==> config.mk <==
export PLATFORM = sky130hd
export DESIGN_NAME = uart_rx_byte
export DESIGN_NICKNAME = d
export VERILOG_FILES = /design/src/rtl/uart_rx_byte.sv
export SDC_FILE = /design/constraint.sdc
export NUM_CORES = 1
export LEC_CHECK = 0
export CAP_MARGIN = 20
export CORE_MARGIN = 8
export CORE_UTILIZATION = 55
export CTS_CLUSTER_DIAMETER = 40
export DETAILED_ROUTE_END_ITERATION = 8
export PLACE_DENSITY_LB_ADDON = 0.1
export SETUP_SLACK_MARGIN = 0.3
export SYNTH_ARGS = -nofsm -noshare
export SYNTH_HDL_FRONTEND = slang
export SYNTH_SLANG_ARGS = --single-unit
==> constraint.sdc <==
create_clock -name clk -period 2.3 [get_ports clk]
set_input_delay 0.23 -clock clk [delete_from_list [all_inputs] [get_ports clk]]
set_output_delay 0.23 -clock clk [all_outputs]
set_load 0.01 [all_outputs]
==> src/rtl/uart_rx_byte.sv <==
//------------------------------------------------------------------------------
// uart_rx_byte
//
// Purpose:
//    Asynchronous serial receiver for the rx232 pin (8N1, LSB first, idle
//    high). A 2-flop synchronizer brings rx into the clk domain. The start
//    bit is confirmed at its middle, and each data bit and the stop bit are
//    then sampled one bit period apart. Completed bytes are offered on a
//    valid/ready holding register. Framing errors and overruns are flagged
//    as single-cycle pulses.
//
// Parameters:
//    CLKS_PER_BIT  clk cycles per serial bit (minimum 8)
//    DATA_BITS     data bits per frame (width of rx_data)
//
// Ports:
//    clk        in   system clock, all logic on the rising edge
//    reset_n    in   synchronous active-low reset
//    rx         in   raw serial line, asynchronous to clk, idle high
//    rx_data    out  received byte, stable while rx_valid is high
//    rx_valid   out  holding register full
//    rx_ready   in   consumer takes the byte when rx_valid && rx_ready
//    frame_err  out  1-cycle pulse: stop bit sampled low
//    overrun    out  1-cycle pulse: new byte dropped, holding register full
//    busy       out  high while the receiver is not idle
//------------------------------------------------------------------------------
`timescale 1ns/1ps

module uart_rx_byte #(
   parameter int CLKS_PER_BIT = 417,
   parameter int DATA_BITS    = 8
) (
   input  logic                 clk,
   input  logic                 reset_n,
   input  logic                 rx,
   output logic [DATA_BITS-1:0] rx_data,
   output logic                 rx_valid,
   input  logic                 rx_ready,
   output logic                 frame_err,
   output logic                 overrun,
   output logic                 busy
);

   localparam int CW = $clog2(CLKS_PER_BIT);
   localparam int IW = $clog2(DATA_BITS + 1);

   // Terminal counts: the start bit is checked half a bit after the edge,
   // every later sample is one full bit period after the previous one.
   localparam logic [CW-1:0] CNT_ZERO  = CW'(0);
   localparam logic [CW-1:0] CNT_ONE   = CW'(1);
   localparam logic [CW-1:0] HALF_LAST = CW'(CLKS_PER_BIT / 2 - 1);
   localparam logic [CW-1:0] BIT_LAST  = CW'(CLKS_PER_BIT - 1);

   localparam logic [IW-1:0] IDX_ZERO  = IW'(0);
   localparam logic [IW-1:0] IDX_ONE   = IW'(1);
   localparam logic [IW-1:0] IDX_LAST  = IW'(DATA_BITS - 1);

   typedef enum logic [2:0] {
      ST_IDLE  = 3'd0,
      ST_START = 3'd1,
      ST_DATA  = 3'd2,
      ST_STOP  = 3'd3,
      ST_BREAK = 3'd4
   } state_t;

   state_t                 state;
   logic                   rx_meta;
   logic                   rx_s;
   logic                   rx_prev;
   logic                   fall;
   logic [CW-1:0]          cnt;
   logic [IW-1:0]          idx;
   logic [DATA_BITS-1:0]   shift;
   logic                   byte_done;

   // A start edge is the synchronized line going low after being high.
   assign fall = rx_prev & ~rx_s;

   // Two-flop synchronizer plus one history flop for edge detection;
   // all reset to the idle (high) line level so reset never fakes an edge.
   always_ff @(posedge clk) begin
      if (!reset_n) begin
         rx_meta <= 1'b1;
         rx_s    <= 1'b1;
         rx_prev <= 1'b1;
      end else begin
         rx_meta <= rx;
         rx_s    <= rx_meta;
         rx_prev <= rx_s;
      end
   end

   // Receive state machine and holding-register delivery.
   always_ff @(posedge clk) begin
      if (!reset_n) begin
         state     <= ST_IDLE;
         cnt       <= CNT_ZERO;
         idx       <= IDX_ZERO;
         shift     <= {DATA_BITS{1'b0}};
         byte_done <= 1'b0;
         rx_data   <= {DATA_BITS{1'b0}};
         rx_valid  <= 1'b0;
         frame_err <= 1'b0;
         overrun   <= 1'b0;
         busy      <= 1'b0;
      end else begin
         // Pulse outputs default low; the branches below raise them.
         frame_err <= 1'b0;
         overrun   <= 1'b0;
         byte_done <= 1'b0;

         case (state)
            ST_IDLE: begin
               if (fall) begin
                  cnt   <= CNT_ZERO;
                  state <= ST_START;
                  busy  <= 1'b1;
               end
            end

            ST_START: begin
               if (cnt == HALF_LAST) begin
                  cnt <= CNT_ZERO;
                  if (rx_s) begin
                     // Line is back high at mid start bit: a glitch.
                     state <= ST_IDLE;
                     busy  <= 1'b0;
                  end else begin
                     idx   <= IDX_ZERO;
                     state <= ST_DATA;
                  end
               end else begin
                  cnt <= cnt + CNT_ONE;
               end
            end

            ST_DATA: begin
               if (cnt == BIT_LAST) begin
                  cnt <= CNT_ZERO;
                  // Shift in from the top: after DATA_BITS samples the
                  // first (least significant) bit sits at bit 0.
                  shift <= {rx_s, shift[DATA_BITS-1:1]};
                  if (idx == IDX_LAST) begin
                     state <= ST_STOP;
                  end else begin
                     idx <= idx + IDX_ONE;
                  end
               end else begin
                  cnt <= cnt + CNT_ONE;
               end
            end

            ST_STOP: begin
               if (cnt == BIT_LAST) begin
                  cnt <= CNT_ZERO;
                  if (rx_s) begin
                     byte_done <= 1'b1;
                     state     <= ST_IDLE;
                     busy      <= 1'b0;
                  end else begin
                     frame_err <= 1'b1;
                     state     <= ST_BREAK;
                  end
               end else begin
                  cnt <= cnt + CNT_ONE;
               end
            end

            ST_BREAK: begin
               // Absorb a held-low line so it yields one frame_err only.
               if (rx_s) begin
                  state <= ST_IDLE;
                  busy  <= 1'b0;
               end
            end

            default: begin
               state <= ST_IDLE;
               cnt   <= CNT_ZERO;
               idx   <= IDX_ZERO;
               busy  <= 1'b0;
            end
         endcase

         // Delivery runs one cycle after the good stop sample. A consumer
         // taking the old byte in that same cycle frees room for the new one.
         if (byte_done) begin
            if (!rx_valid || rx_ready) begin
               rx_data  <= shift;
               rx_valid <= 1'b1;
            end else begin
               overrun <= 1'b1;
            end
         end else if (rx_valid && rx_ready) begin
            rx_valid <= 1'b0;
         end
      end
   end

endmodule

==> impl_metrics.json, run 1 <==
{
  "wirelength_um": 3962,
  "antennaDiodeCount": 0,
  "ant_nets": 0,
  "drive_above_1_share_pct": 11.30,
  "nNetsFinal": 245,
  "finalHoldViolations": 0,
  "grt_usage_pct": 15.33,
  "grt_max_degree": 21,
  "maxSlewHeadroom_pct": 66.67,
  "gr-total-overflow": 0,
  "finalSetupTns_ns": 0,
  "synth_edf_count": 0,
  "setup.worst_path.start_class": "flip-flop",
  "synth_fp_nets": 228,
  "die_w_um": 74.34,
  "hpwlAfterDp_um": 2701,
  "setup.worst_path.end_class": "flip-flop",
  "finClkSkew_ns": 0.01348,
  "path_cells": "ha_1 > nand3_2 > o41a_4 > a2111oi_1 > o22ai_1",
  "ios": 16,
  "critical_path_class": "flip-flop to flip-flop",
  "p_seq_share_pct": 58.6,
  "ys_seq_area_share_pct": 42.78,
  "layout_common_cells": "dfxtp_1, nand2_1, nor2_1",
  "grt_pass1_vias": 1501,
  "status": "finished clean",
  "ys_ff_latch": 40,
  "dieArea_um2": 5526,
  "arrival_ns": 2.16,
  "period_needed_ns": 1.927,
  "ys_warn_count": 0,
  "gp_congestion": 0.8443,
  "yosysTopAreaCellShare_pct": 42.78,
  "netlist_area_um2": 1872,
  "timing.critical_path.buf_inv": 0,
  "internal-power_mw": 0.9446,
  "timing.final.crit_share_pct": 83.80,
  "place_ws_ns": 0.4114,
  "power_density_nw_per_um2": 551.2,
  "vias_per_cell": 5.726,
  "synth.area.top_cells": "dfxtp_1, nand2_1, mux2i_1, a21oi_1, nor2_1",
  "cts-root-buf": "clkbuf_4",
  "final_common_cell": "dfxtp_1",
  "antenna_found_initial": 0,
  "port_buffers": 15,
  "cp_max_fo": 9,
  "finalSetupViolCount": 0,
  "synth_cells": 221,
  "clkTransAtPathRegs_ns": 0.12,
  "cts_tree": "built",
  "clk_latency_ns": 0.34,
  "tightest_slew_ns": 0.4999,
  "cpPeakStageDelay_ns": 0.53,
  "p_sw_share_pct": 21.01,
  "fillerInstances": 293,
  "layout_setup_ws_ns": 0.3727,
  "numCtsBuffers": 5,
  "p_leak_nw": 0.7995,
  "fmax_mhz": 518.9,
  "drt_iter0_drc": 118,
  "slowest_stage": "o41a_4",
  "holdBufCountCts": 0,
  "hold_ws_ns": 0.4260,
  "die_h_um": 74.34,
  "regArea_um2": 802.0,
  "dr.pass1.iters": 4,
  "yosysUniqueCellTypes": 50,
  "htreeDepth": 2,
  "syn_area_per_cell_um2": 8.470,
  "synth-main-ff-cell": "dfxtp_1",
  "avgRoutedWirePerCell_um": 13.90,
  "comb_power_share_pct": 3.9,
  "synthToLayoutAreaGrowth_pct": 15.91,
  "synth_largest_area_cell": "dfxtp_1",
  "placementRows": 21,
  "multi_input_area_um2": 978.4,
  "final_max_slew_viol_count": 0,
  "cp.required_ns": 2.53,
  "pwr-share-clk_pct": 37.5,
  "cpLargestDelayFamily": "compound AO/OA/AOI/OAI gates",
  "start_util_pct": 56.54,
  "cap_viol_max_count": 0,
  "rsz0062_at_grt": "true",
  "cts_buffer_depth": 2,
  "grt_first_pass_wirelength_um": 6630,
  "worstHoldPathType": "flip-flop to flip-flop",
  "coreArea_um2": 3311,
  "num_vias": 1632,
  "synth-async-reset-ratio_pct": 0,
  "ir_drop_mv": 0.2674,
  "cts_sinks": 40,
  "drc": 0,
  "switchingPower_mw": 0.2512
}
==> power by group through the flow <==
stage | clock (mW) | sequential [mW] | combinational, mW
2_1_floorplan | 0 | 0.716 | 0.0280
4_1_cts | 0.459 | 0.700 | 0.0446
5_1_grt | 0.496 | 0.701 | 0.0515
6_report | 0.448 | 0.700 | 0.0471
3_5_place_dp | 0 | 0.716 | 0.0439
3_3_place_gp | 0 | 0.716 | 0.0434
==> worst register-to-register path, stage by stage, from the launching register on <==
cell and delay, ns:
dfxtp_1 0.39, ha_1 0.22, nand3_2 0.17, o41a_4 0.53, a2111oi_1 0.38, o22ai_1 0.15
==> layer usage <==
layer | track usage (%) | up-vias | part of all wire [%]
li1 | - | 823 | -
met1 | 17.91 | 749 | 43
met2 | 26.27 | 52 | 50
met3 | 3.774 | 8 | 5.6
met4 | 5.870 | 0 | 1.9
met5 | 0 | - | 0
==> per-stage QoR <==
| step | power, mW | instance area [um2] | std cells | utilization (%) |
|---|---|---|---|---|
| after CTS | 1.204 | 2128 | 280 | 64.29 |
| final | 1.196 | 2170 | 285 | 65.53 |
| after detailed placement | 0.7600 | 2052 | 272 | 61.98 |
| after floorplan | 0.7436 | 1872 | 221 | - |
| after global placement | 0.7592 | 2052 | 272 | 61.98 |
| after global routing | 1.248 | 2170 | 285 | 65.53 |
==> synth_stat cells (all sizes together) (2+ instances only) <==
cell,number
inv,6
o21a,3
nand2b,6
o21ai,2
nor3,8
nand3,15
mux2i,9
clkbuf,9
dfxtp,40
o211ai,2
nor2,20
and3,2
buf,7
and2,3
nor2b,3
o22ai,8
nor3b,2
nand3b,4
ha,3
a21oi,18
o311ai,2
a211oi,2
nand2,27
==> registers in the layout, indices dropped and copies added, names as in the netlist, 3 cells and up <==
| signal | flops |
|---|---|
| cnt | 9 |
| rx_data | 8 |
| shift | 8 |
| idx | 4 |
| state | 3 |
==> area by class of cell <==
cell class / instances / area share [%]
Multi-Input combinational cell: 159 / 45.10
Timing Repair Buffer: 26 / 10.73
Inverter: 6 / 1.038
Sequential cell: 40 / 36.97
Clock buffer: 6 / 1.903
Tap cell: 46 / 2.653
Clock inverter: 2 / 1.615
==> final timing paths <==
| check | start | endpoint | slack [ns] | cells after the start |
|---|---|---|---|---|
| setup / recovery | cnt[0]$_SDFFE_PN0P_ | idx[3]$_SDFFE_PN0P_ | 0.37 | 5 |
| hold / removal | rx_meta$_SDFF_PN1_ | rx_s$_SDFF_PN1_ | 0.43 | 1 |
| setup reg to reg | cnt[0]$_SDFFE_PN0P_ | idx[3]$_SDFFE_PN0P_ | 0.37 | 5 |
| hold reg to reg | rx_meta$_SDFF_PN1_ | rx_s$_SDFF_PN1_ | 0.43 | 1 |
==> kinds of logic (layout without fill, tap and decap cells) <==
group,after synthesis,after routing,share of synthesized area (%)
simple gates,98,98,26.94
compound gates,49,49,18.38
flops,40,40,42.78
buf+inv,22,40,5.080
mux,9,9,4.813
fa+ha+maj,3,3,2.006
==> timing repair <==
item	CTS	global route
setup buffers	0	5
resized for setup	0	3
endpoints found under the setup margin	0	4
endpoints found under the hold margin	0	0
Note: power is estimated with default switching activity, not from simulation.
==> run 2: changes to the inputs <==
- clock period: 2.3 -> 2 ns (I/O delays scaled with it)
==> impl_metrics.json, run 2 (synthesis results as in run 1) <==
{
  "worstHoldPathType": "input port to flip-flop",
  "cp_max_fo": 4,
  "clk_latency_ns": 0.36,
  "num_vias": 1785,
  "period_needed_ns": 1.780,
  "hold_ws_ns": 0.4048,
  "holdBufCountCts": 0,
  "r2r.worst_path.cells": 6,
  "synthToLayoutAreaGrowth_pct": 28.68,
  "cts-root-buf": "clkbuf_4",
  "arrival_ns": 2.03,
  "slowest_stage": "o41a_2",
  "ios": 16,
  "finalHoldViolations": 0,
  "htreeDepth": 2,
  "use_met1_pct": 16.89,
  "hpwlAfterDp_um": 2869,
  "post-route-util_pct": 72.75,
  "place_ws_ns": 0.04088,
  "finalSetupViolCount": 0,
  "layout_setup_ws_ns": 0.2203,
  "clkTransAtPathRegs_ns": 0.12,
  "top_register": "cnt",
  "multi_input_area_um2": 1120,
  "setup.worst_path.start_class": "flip-flop",
  "vias_per_cell": 6.051,
  "dieArea_um2": 5526,
  "timing.final.crit_share_pct": 88.98,
  "cts_buffer_depth": 2,
  "placementRows": 21,
  "maxSlewHeadroom_pct": 65.72,
  "fmax_mhz": 561.9,
  "largest_reg_flops": 9,
  "rsz0062_at_grt": "true",
  "coreArea_um2": 3311,
  "p_leak_nw": 0.8942,
  "placedCellCount": 273,
  "port_buffers": 15,
  "gr-total-overflow": 0,
  "numCtsBuffers": 5,
  "cts_sinks": 40,
  "grt_pass1_vias": 1690,
  "rr_startpoint": "cnt[8]$_SDFFE_PN0P_",
  "dr.pass1.iters": 4,
  "final_max_slew_viol_count": 0,
  "power_density_nw_per_um2": 581.2,
  "regArea_um2": 822.0,
  "drive_above_1_share_pct": 26.91,
  "met3_usage_pct": 4.987,
  "drt_iter0_drc": 84,
  "final_cells": 295,
  "rrSetupSlack_ns": 0.22,
  "setup.worst_path.end_class": "flip-flop",
  "cp.required_ns": 2.25,
  "wirelength_um": 4800,
  "crit_path_end": "cnt[1]$_SDFFE_PN0P_",
  "status": "finished clean",
  "grt_max_degree": 15,
  "reg.largest.list": "cnt: 9 flops, rx_data: 8 flops, shift: 8 flops",
  "avgRoutedWirePerCell_um": 16.27,
  "grt_usage_pct": 17.09,
  "cts_tree": "built",
  "cp_common_cell": "buf_4",
  "layout_common_cells": "nand2_1, dfxtp_1, nor2_1",
  "antennaDiodeCount": 0,
  "finClkSkew_ns": 0.008943,
  "grt_first_pass_wirelength_um": 7327,
  "drc": 0,
  "grt-busiest-layer": "met2",
  "start_util_pct": 56.54,
  "cap_viol_max_count": 0,
  "critical_path_class": "flip-flop to flip-flop",
  "gp_congestion": 0.9386,
  "path_cells": "nand3b_1 > buf_4 > o41a_2 > buf_4 > o211ai_1 > a21oi_1",
  "grt_util_met2_pct": 31.74,
  "die_h_um": 74.34,
  "die_w_um": 74.34,
  "fillerInstances": 246,
  "crit_start": "cnt[8]$_SDFFE_PN0P_",
  "tightest_slew_ns": 0.5143,
  "antenna_found_initial": 0,
  "cpPeakStageDelay_ns": 0.44,
  "ant_nets": 0,
  "finalSetupTns_ns": 0,
  "timing.rr.end": "cnt[1]$_SDFFE_PN0P_",
  "ir_drop_mv": 0.3927,
  "nNetsFinal": 255
}
==> run 2: cell types whose count changed in the layout (fill, tap and decap cells not counted), moves of 3 or more <==
cell	delta
buf_4	+7
dfxtp_1	-12
dfxtp_2	+10
ha_1	-3
==> run 2: stage by stage <==
stage          power, mW  cell area [um2]
6_report           1.400             2409
5_1_grt            1.451             2409
4_1_cts            1.398             2286
3_5_place_dp      0.8757             2069
3_3_place_gp      0.8743             2069
2_1_floorplan     0.8552             1882
==> run 2: repair_timing <==
action	4_1_cts	5_1_grt
buffers inserted	7	6
endpoints found under the setup margin	18	26
gates cloned	1	0
resized for setup	22	22
pin swaps	7	8
==> run 2: report_power, final <==
group	internal (mW)	total (mW)	switching [mW]
logic	0.0285	0.0653	0.0368
clock network	0.262	0.531	0.269
registers	0.799	0.804	0.00506
==> run 2: metal layers <==
layer / share of wire (%) / wire, um
met3: 6.4 / 308
met4: 2.1 / 100
met2: 54 / 2579
met1: 38 / 1812
met5: 0 / 0
==> run 2: critical path: cells and delay by family, from the launching register on <==
kind | cells | cell delay (ns)
and+or+nand+nor | 1 | 0.24
buffers and inverters | 2 | 0.36
DFF | 1 | 0.36
AOI/OAI and AO/OA | 3 | 0.72
==> run 2: layout make-up <==
type,count,share of cell area (%)
inverter,6,1.039
clock inverter,2,1.455
sequential,40,34.13
tap,46,2.390
clock buffer,6,1.714
timing repair buffer,35,12.78
multi-input combinational,160,46.49
==> run 2: worst min path at each step <==
stage	start	to	slack, ns	depth (start not counted)
4_1_cts	rx	rx_meta$_SDFF_PN1_	0.40	2
6_report	rx	rx_meta$_SDFF_PN1_	0.40	2
5_1_grt	rx	rx_meta$_SDFF_PN1_	0.39	2
3_5_place_dp	rx_meta$_SDFF_PN1_	rx_s$_SDFF_PN1_	0.40	1
3_3_place_gp	rx_meta$_SDFF_PN1_	rx_s$_SDFF_PN1_	0.39	1
2_1_floorplan	rx	rx_meta$_SDFF_PN1_	0.30	1
